--- src/rtl/vv_gfx_pkg.sv ---
// vv_gfx_pkg: shared frame buffer geometry, pixel/coordinate types and writer FSM states
package vv_gfx_pkg;
    localparam int FB_W = 640;
    localparam int FB_H = 480;
    typedef logic [7:0] pixel_t;
    typedef logic [9:0] coord_t;
    typedef enum logic [1:0] {IDLE, ACCEPT, WRITE, DONE} fbw_state_t;
endpackage

--- src/rtl/sprite_fb_writer_if.sv ---
// sprite_fb_writer_if: command, pixel stream and SRAM bus of the sprite frame buffer writer
interface sprite_fb_writer_if;
    import vv_gfx_pkg::*;
    logic        begin_write;
    coord_t      start_x;
    coord_t      start_y;
    coord_t      width;
    coord_t      height;
    logic        pix_valid;
    pixel_t      pix_data;
    logic        pix_ready;
    logic [19:0] sram_addr;
    logic [15:0] sram_wdata;
    logic        sram_ce_n;
    logic        sram_oe_n;
    logic        sram_we_n;
    logic        sram_lb_n;
    logic        sram_ub_n;
    logic        busy;
    logic        done;
    modport master (
        output begin_write, start_x, start_y, width, height, pix_valid, pix_data,
        input  pix_ready, sram_addr, sram_wdata, sram_ce_n, sram_oe_n, sram_we_n,
               sram_lb_n, sram_ub_n, busy, done
    );
    modport slave (
        input  begin_write, start_x, start_y, width, height, pix_valid, pix_data,
        output pix_ready, sram_addr, sram_wdata, sram_ce_n, sram_oe_n, sram_we_n,
               sram_lb_n, sram_ub_n, busy, done
    );
endinterface

--- src/rtl/sprite_fb_writer_addr_gen.sv ---
// fb_addr_gen: maps a pixel position to SRAM word address, byte lane and on-screen flag
module fb_addr_gen
    import vv_gfx_pkg::*;
(
    input  logic [10:0] x,
    input  logic [10:0] y,
    output logic [19:0] word_addr,
    output logic        lane,
    output logic        in_bounds
);
    logic [19:0] lin;
    assign lin       = 20'(y * FB_W) + 20'(x);
    assign word_addr = {1'b0, lin[19:1]};
    assign lane      = lin[0];
    assign in_bounds = (x < 11'(FB_W)) && (y < 11'(FB_H));
endmodule

--- src/rtl/sprite_fb_writer.sv ---
// sprite_fb_writer: writes a row-major pixel stream into the byte-lane SRAM frame buffer; TRANSPARENCY_EN skips KEY_COLOR pixels
module sprite_fb_writer
    import vv_gfx_pkg::*;
#(
    parameter int WRITE_CYCLES = 2
`ifdef TRANSPARENCY_EN
    , parameter pixel_t KEY_COLOR = 8'hE3
`endif
) (
    input logic               clk,
    input logic               reset,
    sprite_fb_writer_if.slave bus
);
    localparam int CW = $clog2(WRITE_CYCLES) + 1;

    fbw_state_t  state;
    coord_t      sx, sy, w, h, row, col;
    logic [CW-1:0] cnt;
    logic [10:0] x, y;
    logic [19:0] word_addr;
    logic        lane, in_bounds, key_hit, last_col, last_px;

    assign x        = {1'b0, sx} + {1'b0, col};
    assign y        = {1'b0, sy} + {1'b0, row};
    assign last_col = col == w - 10'd1;
    assign last_px  = last_col && (row == h - 10'd1);

`ifdef TRANSPARENCY_EN
    assign key_hit = bus.pix_data == KEY_COLOR;
`else
    assign key_hit = 1'b0;
`endif

    fb_addr_gen u_addr (
        .x         (x),
        .y         (y),
        .word_addr (word_addr),
        .lane      (lane),
        .in_bounds (in_bounds)
    );

    assign bus.busy      = state != IDLE;
    assign bus.sram_oe_n = 1'b1;

    // Writer FSM: accept one pixel, strobe it for WRITE_CYCLES, advance row/col; skipped pixels advance in place
    always_ff @(posedge clk) begin
        if (reset) begin
            state          <= IDLE;
            bus.pix_ready  <= 1'b0;
            bus.done       <= 1'b0;
            bus.sram_we_n  <= 1'b1;
            bus.sram_ce_n  <= 1'b1;
            bus.sram_lb_n  <= 1'b1;
            bus.sram_ub_n  <= 1'b1;
            bus.sram_addr  <= '0;
            bus.sram_wdata <= '0;
            row            <= '0;
            col            <= '0;
            cnt            <= '0;
            sx             <= '0;
            sy             <= '0;
            w              <= '0;
            h              <= '0;
        end else begin
            bus.done <= 1'b0;
            case (state)
                IDLE: if (bus.begin_write) begin
                    sx  <= bus.start_x;
                    sy  <= bus.start_y;
                    w   <= bus.width;
                    h   <= bus.height;
                    row <= '0;
                    col <= '0;
                    if (bus.width == '0 || bus.height == '0) state <= DONE;
                    else begin
                        state         <= ACCEPT;
                        bus.pix_ready <= 1'b1;
                    end
                end
                ACCEPT: if (bus.pix_valid && bus.pix_ready) begin
                    if (in_bounds && !key_hit) begin
                        bus.sram_addr  <= word_addr;
                        bus.sram_wdata <= {bus.pix_data, bus.pix_data};
                        bus.sram_lb_n  <= lane;
                        bus.sram_ub_n  <= !lane;
                        bus.sram_ce_n  <= 1'b0;
                        bus.sram_we_n  <= 1'b0;
                        bus.pix_ready  <= 1'b0;
                        cnt            <= '0;
                        state          <= WRITE;
                    end else begin
                        col <= last_col ? '0 : col + 10'd1;
                        row <= last_col ? row + 10'd1 : row;
                        if (last_px) begin
                            bus.pix_ready <= 1'b0;
                            state         <= DONE;
                        end
                    end
                end
                WRITE: if (cnt == CW'(WRITE_CYCLES - 1)) begin
                    bus.sram_we_n <= 1'b1;
                    bus.sram_ce_n <= 1'b1;
                    bus.sram_lb_n <= 1'b1;
                    bus.sram_ub_n <= 1'b1;
                    col           <= last_col ? '0 : col + 10'd1;
                    row           <= last_col ? row + 10'd1 : row;
                    state         <= last_px ? DONE : ACCEPT;
                    bus.pix_ready <= !last_px;
                end else begin
                    cnt <= cnt + 1'b1;
                end
                DONE: begin
                    bus.done <= 1'b1;
                    state    <= IDLE;
                end
                default: state <= IDLE;
            endcase
        end
    end
endmodule
--- src/flat_wrapper.sv ---
// flat-port wrapper written by rule: the top's interface ports become plain ports
module sprite_fb_writer_flat import vv_gfx_pkg::*;
#(
    parameter int WRITE_CYCLES = 2

)
  (clk, reset, bus_begin_write, bus_start_x, bus_start_y, bus_width, bus_height, bus_pix_valid, bus_pix_data, bus_pix_ready, bus_sram_addr, bus_sram_wdata, bus_sram_ce_n, bus_sram_oe_n, bus_sram_we_n, bus_sram_lb_n, bus_sram_ub_n, bus_busy, bus_done);
  sprite_fb_writer_if bus_i ();
  input logic clk;
  input logic reset;
  input wire logic [$bits(bus_i.begin_write)-1:0] bus_begin_write;
  input wire logic [$bits(bus_i.start_x)-1:0] bus_start_x;
  input wire logic [$bits(bus_i.start_y)-1:0] bus_start_y;
  input wire logic [$bits(bus_i.width)-1:0] bus_width;
  input wire logic [$bits(bus_i.height)-1:0] bus_height;
  input wire logic [$bits(bus_i.pix_valid)-1:0] bus_pix_valid;
  input wire logic [$bits(bus_i.pix_data)-1:0] bus_pix_data;
  output wire logic [$bits(bus_i.pix_ready)-1:0] bus_pix_ready;
  output wire logic [$bits(bus_i.sram_addr)-1:0] bus_sram_addr;
  output wire logic [$bits(bus_i.sram_wdata)-1:0] bus_sram_wdata;
  output wire logic [$bits(bus_i.sram_ce_n)-1:0] bus_sram_ce_n;
  output wire logic [$bits(bus_i.sram_oe_n)-1:0] bus_sram_oe_n;
  output wire logic [$bits(bus_i.sram_we_n)-1:0] bus_sram_we_n;
  output wire logic [$bits(bus_i.sram_lb_n)-1:0] bus_sram_lb_n;
  output wire logic [$bits(bus_i.sram_ub_n)-1:0] bus_sram_ub_n;
  output wire logic [$bits(bus_i.busy)-1:0] bus_busy;
  output wire logic [$bits(bus_i.done)-1:0] bus_done;
  assign bus_i.begin_write = bus_begin_write;
  assign bus_i.start_x = bus_start_x;
  assign bus_i.start_y = bus_start_y;
  assign bus_i.width = bus_width;
  assign bus_i.height = bus_height;
  assign bus_i.pix_valid = bus_pix_valid;
  assign bus_i.pix_data = bus_pix_data;
  assign bus_pix_ready = bus_i.pix_ready;
  assign bus_sram_addr = bus_i.sram_addr;
  assign bus_sram_wdata = bus_i.sram_wdata;
  assign bus_sram_ce_n = bus_i.sram_ce_n;
  assign bus_sram_oe_n = bus_i.sram_oe_n;
  assign bus_sram_we_n = bus_i.sram_we_n;
  assign bus_sram_lb_n = bus_i.sram_lb_n;
  assign bus_sram_ub_n = bus_i.sram_ub_n;
  assign bus_busy = bus_i.busy;
  assign bus_done = bus_i.done;
  sprite_fb_writer #(.WRITE_CYCLES(WRITE_CYCLES)) u_core (.clk(clk), .reset(reset), .bus(bus_i));
endmodule
--- config.mk ---
export PLATFORM = sky130hd
export DESIGN_NAME = sprite_fb_writer_flat
export DESIGN_NICKNAME = d
export VERILOG_FILES = /design/src/rtl/vv_gfx_pkg.sv /design/src/rtl/sprite_fb_writer_if.sv /design/src/rtl/sprite_fb_writer_addr_gen.sv /design/src/rtl/sprite_fb_writer.sv /design/src/flat_wrapper.sv
export SDC_FILE = /design/constraint.sdc
export NUM_CORES = 1
export LEC_CHECK = 0
export CAP_MARGIN = 20
export CORE_MARGIN = 5
export CORE_UTILIZATION = 30
export CTS_CLUSTER_SIZE = 16
export DETAILED_ROUTE_END_ITERATION = 16
export PLACE_DENSITY_LB_ADDON = 0.05
export SYNTH_ARGS = -nofsm -noshare
export SYNTH_HDL_FRONTEND = slang
export SYNTH_SLANG_ARGS = --single-unit
--- constraint.sdc ---
create_clock -name clk -period 4.7 [get_ports clk]
set_input_delay 1.175 -clock clk [delete_from_list [all_inputs] [get_ports clk]]
set_output_delay 1.175 -clock clk [all_outputs]
set_load 0.05 [all_outputs]
---- Yosys cells after proc, flatten, opt, wreduce, memory -nomap -nowiden ----
Cells that the tools add are included.
operators by class
  add/sub/neg operators ................... 8
  $mul .................................... 1
  magnitude comparators ................... 2
  eq/ne operators ......................... 14
  multiplexer cells ....................... 41
  reduce and logical (&&, ||, !) cells .... 19
operator list
  kind                                                   number
  two-way mux 10 bit                                     9
  case mux 10 bit (3 select lines)                       2
  adder 10 x 10 -> 11 bit                                2
  adder 10 x 1 -> 10 bit, second input constant          2
  adder 20 x 11 -> 20 bit                                1
  equality test 10 bit                                   2
  logical NOT 10 bit                                     2
  two-way mux 2 bit                                      10
  subtractor 10 x 1 -> 10 bit, second input constant     2
  two-way mux 1 bit                                      14
  multiplier 11 x 3 -> 13 bit, second input constant     1
  AND reduction 4 bit                                    3
  < comparator 11 x 10 -> 1 bit, second input constant   1
  < comparator 11 x 9 -> 1 bit, second input constant    1
  inequality test 2 bit, second input constant           4
  case mux 2 bit (4 select lines)                        1
  inequality test 2 x 1 -> 1 bit, second input constant  3
  case mux 1 bit (2 select lines)                        3
  AND reduction 6 bit                                    1
  AND reduction 5 bit                                    1
  equality test 2 x 1 -> 1 bit, second input constant    2
  equality test 2 bit, second input constant             2
  case mux 2 bit (2 select lines)                        1
  nonzero test 2 bit                                     2
  10 further kinds                                       13
word-level totals
  bits in registers ....................... 104
  input bits .............................. 52
  word-level logic and storage cells ...... 100

---- Depth between registers and ports, before layout ----
  depth after elaboration ................. 7
  mapped depth ............................ 18
  mapped depth without buffers ............ 18

---- Cells and area by module ----
Synthesis repeated with hierarchy kept, for this count alone.
unflattened totals
  cell total of the unflattened synthesis .. 806
  area, all modules ....................... 6,269.8 µm²
modules (own cells, without submodules)
  module            times used  cells each  area an instance (µm²)
  sprite_fb_writer  1           699         5,375.2
  fb_addr_gen       1           107         894.6

---- Worst setup path before layout ----
OpenSTA, ideal clock, no wires.
  path type ............................... register to register
  start ................................... reg u_core.row[0]
  end ..................................... reg u_core.bus.sram_addr[18]
  setup time .............................. 132 ps
  data arrival time ....................... 3,734 ps
  data required time ...................... 4,568 ps
  slack ................................... 833 ps
  stages on the path, launching flop included .. 18
  buffers on the path ..................... 0
  cell sequence ........................... dfxtp_1 -> ha_1 -> inv_1 -> fa_1 -> nor2b_1 -> o211ai_1 -> a21o_1 -> and2_1 -> xor2_1 -> ha_1 -> and3_1 -> a221o_1 -> o221a_2 -> o21a_1 -> a211o_1 -> a211oi_1 -> nand3b_1 -> a21oi_1
on the way
  longest elaborated chain between the ends .. 4
ends and longest elaborated chain
  element                                                          RTL line                   RTL
  start, declared                                                  sprite_fb_writer.sv:17     coord_t sx, sy, w, h, row, col;
  start signal, assigned                                           sprite_fb_writer.sv:93     row <= last_col ? row + 10'd1 : row;
  start signal, assigned                                           sprite_fb_writer.sv:106    row <= last_col ? row + 10'd1 : row;
  adder 10 x 10 -> 11 bit (*)                                      sprite_fb_writer.sv:24     assign y = {1'b0, sy} + {1'b0, row};
  branches (longest 3 deep; another with adder 20 x 11 -> 20 bit)  n/a
  end signal, assigned                                             sprite_fb_writer.sv:82     bus.sram_addr <= word_addr;
  end, declared                                                    sprite_fb_writer_if.sv:28  output pix_ready, sram_addr, sram_wdata, sram_ce_n, sram_oe_n, sram_we_n,
Mark *: on every way between the ends.
A chain may end at the register's enable or synchronous reset.

---- Final worst setup path ----
  start ................................... reg u_core.row[0]
  end ..................................... reg u_core.bus.sram_addr[17]
The elaborated chain is that of the path after synthesis.

==> flow_metrics.tcl <==
set metrics [dict create \
    rsz0062_at_grt "false" \
    final_nets 973 \
    clock_skew_ns 0.008726 \
    endpoint_kind "flip-flop" \
    timing.final.crit_share_pct 91.72 \
    hold_class "flip-flop to flip-flop" \
    slowest_stage "nor4bb_1" \
    finalSetupViolations 0 \
    num_vias 5866 \
    clock.fmax_ghz 0.2320 \
    hold_violations 0 \
    status "complete, no violations" \
    worstSetupPathType "flip-flop to flip-flop" \
    start_kind "flip-flop" \
    syn_area_per_cell_um2 8.072 \
    cts_resized 0 \
    cpMostUsedCell "ha_1" \
    synthArstFlopShare_pct 0 \
    utilization_pct 37.23 \
    worstMarginPinSlew_ns 0.7991 \
    drive_gt1_share_pct 5.378 \
    antenna_left 0 \
    cap_violations 0 \
    ctsHoldBuffers 0 \
    yosysWarningCount 0 \
    cts.sinks 96 \
    period_needed_ns 4.311 \
    synthesis.nets 906 \
    cts_tree "built" \
    ys_ff_latch 96 \
    dp_hpwl_mm 14.46 \
    grt_pass1_vias 5967 \
    drv_slew 0 \
    start_util_pct 30.60 \
    cp_slowest_stage_delay_ns 0.51 \
    numCtsBuffers 9 \
    synth_edf_count 0 \
    ios 96 \
    antenna_cells 0 \
    drt_iter0_markers 289 \
    crit_family "adder cells" \
    synth_ff_type "dfxtp_1" \
    clk_path_buf_depth 2 \
    drc 0 \
    yosysUniqueCellTypes 78 \
    yosysSeqAreaShare_pct 29.69 \
    grt-ovfl-total 0 \
    antenna_found_initial 0 \
    fp.dieW_um 156.9 \
    clkTransAtPathRegs_ns 0.07 \
    htreeDepth 3 \
    die_area_mm2 0.02462 \
    cts-root-buf "clkbuf_16" \
    ir_drop_uv 154.9 \
    critPathRequiredTime_ns 4.96 \
    vias_per_cell 5.105 \
    finalSetupTns_ns 0 \
    dr.pass1.iters 4 \
    area_growth_pct 21.67 \
    gp_congestion 0.8414 \
    grt_max_degree 54 \
    crit_fanout 7 \
    dp_cells 1132 \
    synth_cells 802 \
    syn_area_mm2 0.006474 \
    grt_pass1_wl_mm 30.67 \
    groute.usage.overall_pct 15.42 \
    insertion_delay_ns 0.35 \
    leakage_nw 3.068 \
    post-cts-setup-buffers 0 \
    port_buffers 93 \
    powerDensity_mw_per_mm2 421.1 \
    wl_mm 18.72 \
    path_buf_inv 1 \
    worstPathCellList "ha_1 > inv_1 > fa_1 > nor2b_1 > o21a_1 > nor2_1 > xnor2_1 > ha_1 > ha_1 > a21o_1 > a21oi_1 > xnor2_1 > nor4bb_1 > nand3_1 > nor3b_1 > xor2_1 > a211oi_1" \
    die_y_um 156.9 \
    relSlewSlack_pct 46.16 \
    fillers 2216 \
    coreArea_mm2 0.02115 \
    rows 53 \
    wl_per_cell_um 16.29 \
    r2r_slack_ns 0.39 \
    arrival_ns 4.57 \
    layout.cells.non_filler 1149 \
]
cells by family (layout without fill, tap and decap cells):
kind of cell	after synthesis	after routing	share of synthesized area, %
adders and majority gates	52	52	10.51
xor gates and xnor gates	64	64	8.659
AOI/OAI and AO/OA	202	202	20.93
and+or+nand+nor	285	285	21.32
DFF	96	96	29.69
muxes	19	19	2.957
buffers and inverters	82	154	5.817
other	2	2	0.1160
placed cells by master (no fill, tap or decap), types with 5 or more instances in the layout:
master           Yosys  routed
nand4_1              6       6
nor3_1              15      15
ha_1                48      48
nor2b_1              8       8
or4_1                6       6
xnor2_1             36      36
or3_1                5       5
o21a_1               9       9
o211ai_1            10      10
inv_1               36      36
a21o_1              17      17
clkbuf_16            0       9
o21ai_0             25      25
and2_1               7       7
nor4_1               8       8
a211oi_1            10      10
nand2_1            106     106
and3_1               9       9
clkdlybuf4s50_1      0      92
o31ai_1              8       8
nand3_1             24      24
mux2i_1             18      18
dfxtp_1             96      96
a31oi_1             12      12
nor2_1              64      63
xor2_1              28      28
a21oi_1             68      68
buf_4               11       8
nand3b_1             5       5
flip-flops by register name, indices dropped and copies added, names as in the netlist:
name	count
u_core.bus.sram_lb_n	1
u_core.state	2
u_core.cnt	2
u_core.row	10
u_core.sy	10
u_core.h	10
u_core.bus.sram_ce_n	1
u_core.bus.sram_addr	19
u_core.bus.pix_ready	1
u_core.w	10
u_core.bus.sram_wdata	8
u_core.sx	10
u_core.bus.done	1
u_core.bus.sram_ub_n	1
u_core.col	10
final timing paths:
check | start | to | cells past startpoint
worst min register to register | u_core.sx[5] | u_core.sx[5] | 2
worst min-delay path | u_core.sx[5] | u_core.sx[5] | 2
worst max register to register | u_core.row[0] | u_core.bus.sram_addr[17] | 17
worst max-delay path | u_core.row[0] | u_core.bus.sram_addr[17] | 17
layout make-up:
cell class	count	area (um^2)	area share [%]
timing repair buffer	101	985.9	12.52
sequential	96	1922	24.40
clock buffer	13	280.3	3.558
clock inverter	3	22.52	0.2859
multi-input combinational	624	4183	53.11
tap	275	344.1	4.369
inverter	37	138.9	1.763
synthesized netlist by cell type (3+ instances only):
cell type,count,area (um^2)
nand2_1,106,397.9
dfxtp_1,96,1922
a21oi_1,68,340.3
nor2_1,64,240.2
ha_1,48,600.6
inv_1,36,135.1
xnor2_1,36,315.3
xor2_1,28,245.2
clkbuf_1,26,97.59
o21ai_0,25,125.1
nand3_1,24,120.1
mux2i_1,18,180.2
a21o_1,17,127.6
nor3_1,15,75.07
a31oi_1,12,75.07
buf_4,11,82.58
a211oi_1,10,75.07
o211ai_1,10,75.07
and3_1,9,56.30
o21a_1,9,67.56
nor2b_1,8,50.05
nor4_1,8,50.05
o31ai_1,8,60.06
and2_1,7,43.79
nand4_1,6,37.54
or4_1,6,45.04
nand3b_1,5,37.54
or3_1,5,31.28
buf_2,4,20.02
fa_1,4,80.08
a32oi_1,3,26.28
and4_1,3,26.28
buf_6,3,33.78
o2111ai_2,3,45.04
o311a_1,3,30.03
or2_2,3,18.77
worst register-to-register path: stages (launching register included):
cell and delay (ns):
dfxtp_1 0.45, ha_1 0.21, inv_1 0.05, fa_1 0.40
nor2b_1 0.20, o21a_1 0.14, nor2_1 0.04, xnor2_1 0.28
ha_1 0.31, ha_1 0.31, a21o_1 0.20, a21oi_1 0.18
xnor2_1 0.19, nor4bb_1 0.51, nand3_1 0.18, nor3b_1 0.27
xor2_1 0.10, a211oi_1 0.22
per-layer routing:
layer	track usage [%]	vias to the layer above	share of wire, %
met5	0	-	0
met4	4.256	0	1.4
met3	2.777	22	3.2
met2	26.82	106	49
met1	19.63	2755	47
li1	-	2983	-
per-stage QoR:
| step | hold WS (ns) | worst slack, ns | power (mW) | instance area, um^2 |
|---|---|---|---|---|
| 4_1_cts | 0.4634 | 0.3555 | 3.357 | 7869 |
| 3_5_place_dp | 0.4529 | 0.4065 | 2.572 | 7566 |
| 3_3_place_gp | 0.4520 | 0.5018 | 2.547 | 7566 |
| 6_report | 0.4589 | 0.3893 | 3.317 | 7876 |
| 5_1_grt | 0.4874 | 0.002414 | 3.576 | 7876 |
| 2_1_floorplan | 0.4400 | 0.8334 | 2.147 | 6474 |
power breakdown:
part           internal (mW)  total (mW)  switching, mW
sequential             0.924        1.03          0.109
combinational          0.571        1.52          0.951
clock                  0.420       0.763          0.343
total                   1.91        3.32           1.40
Note: power is estimated with default switching activity, not from simulation.
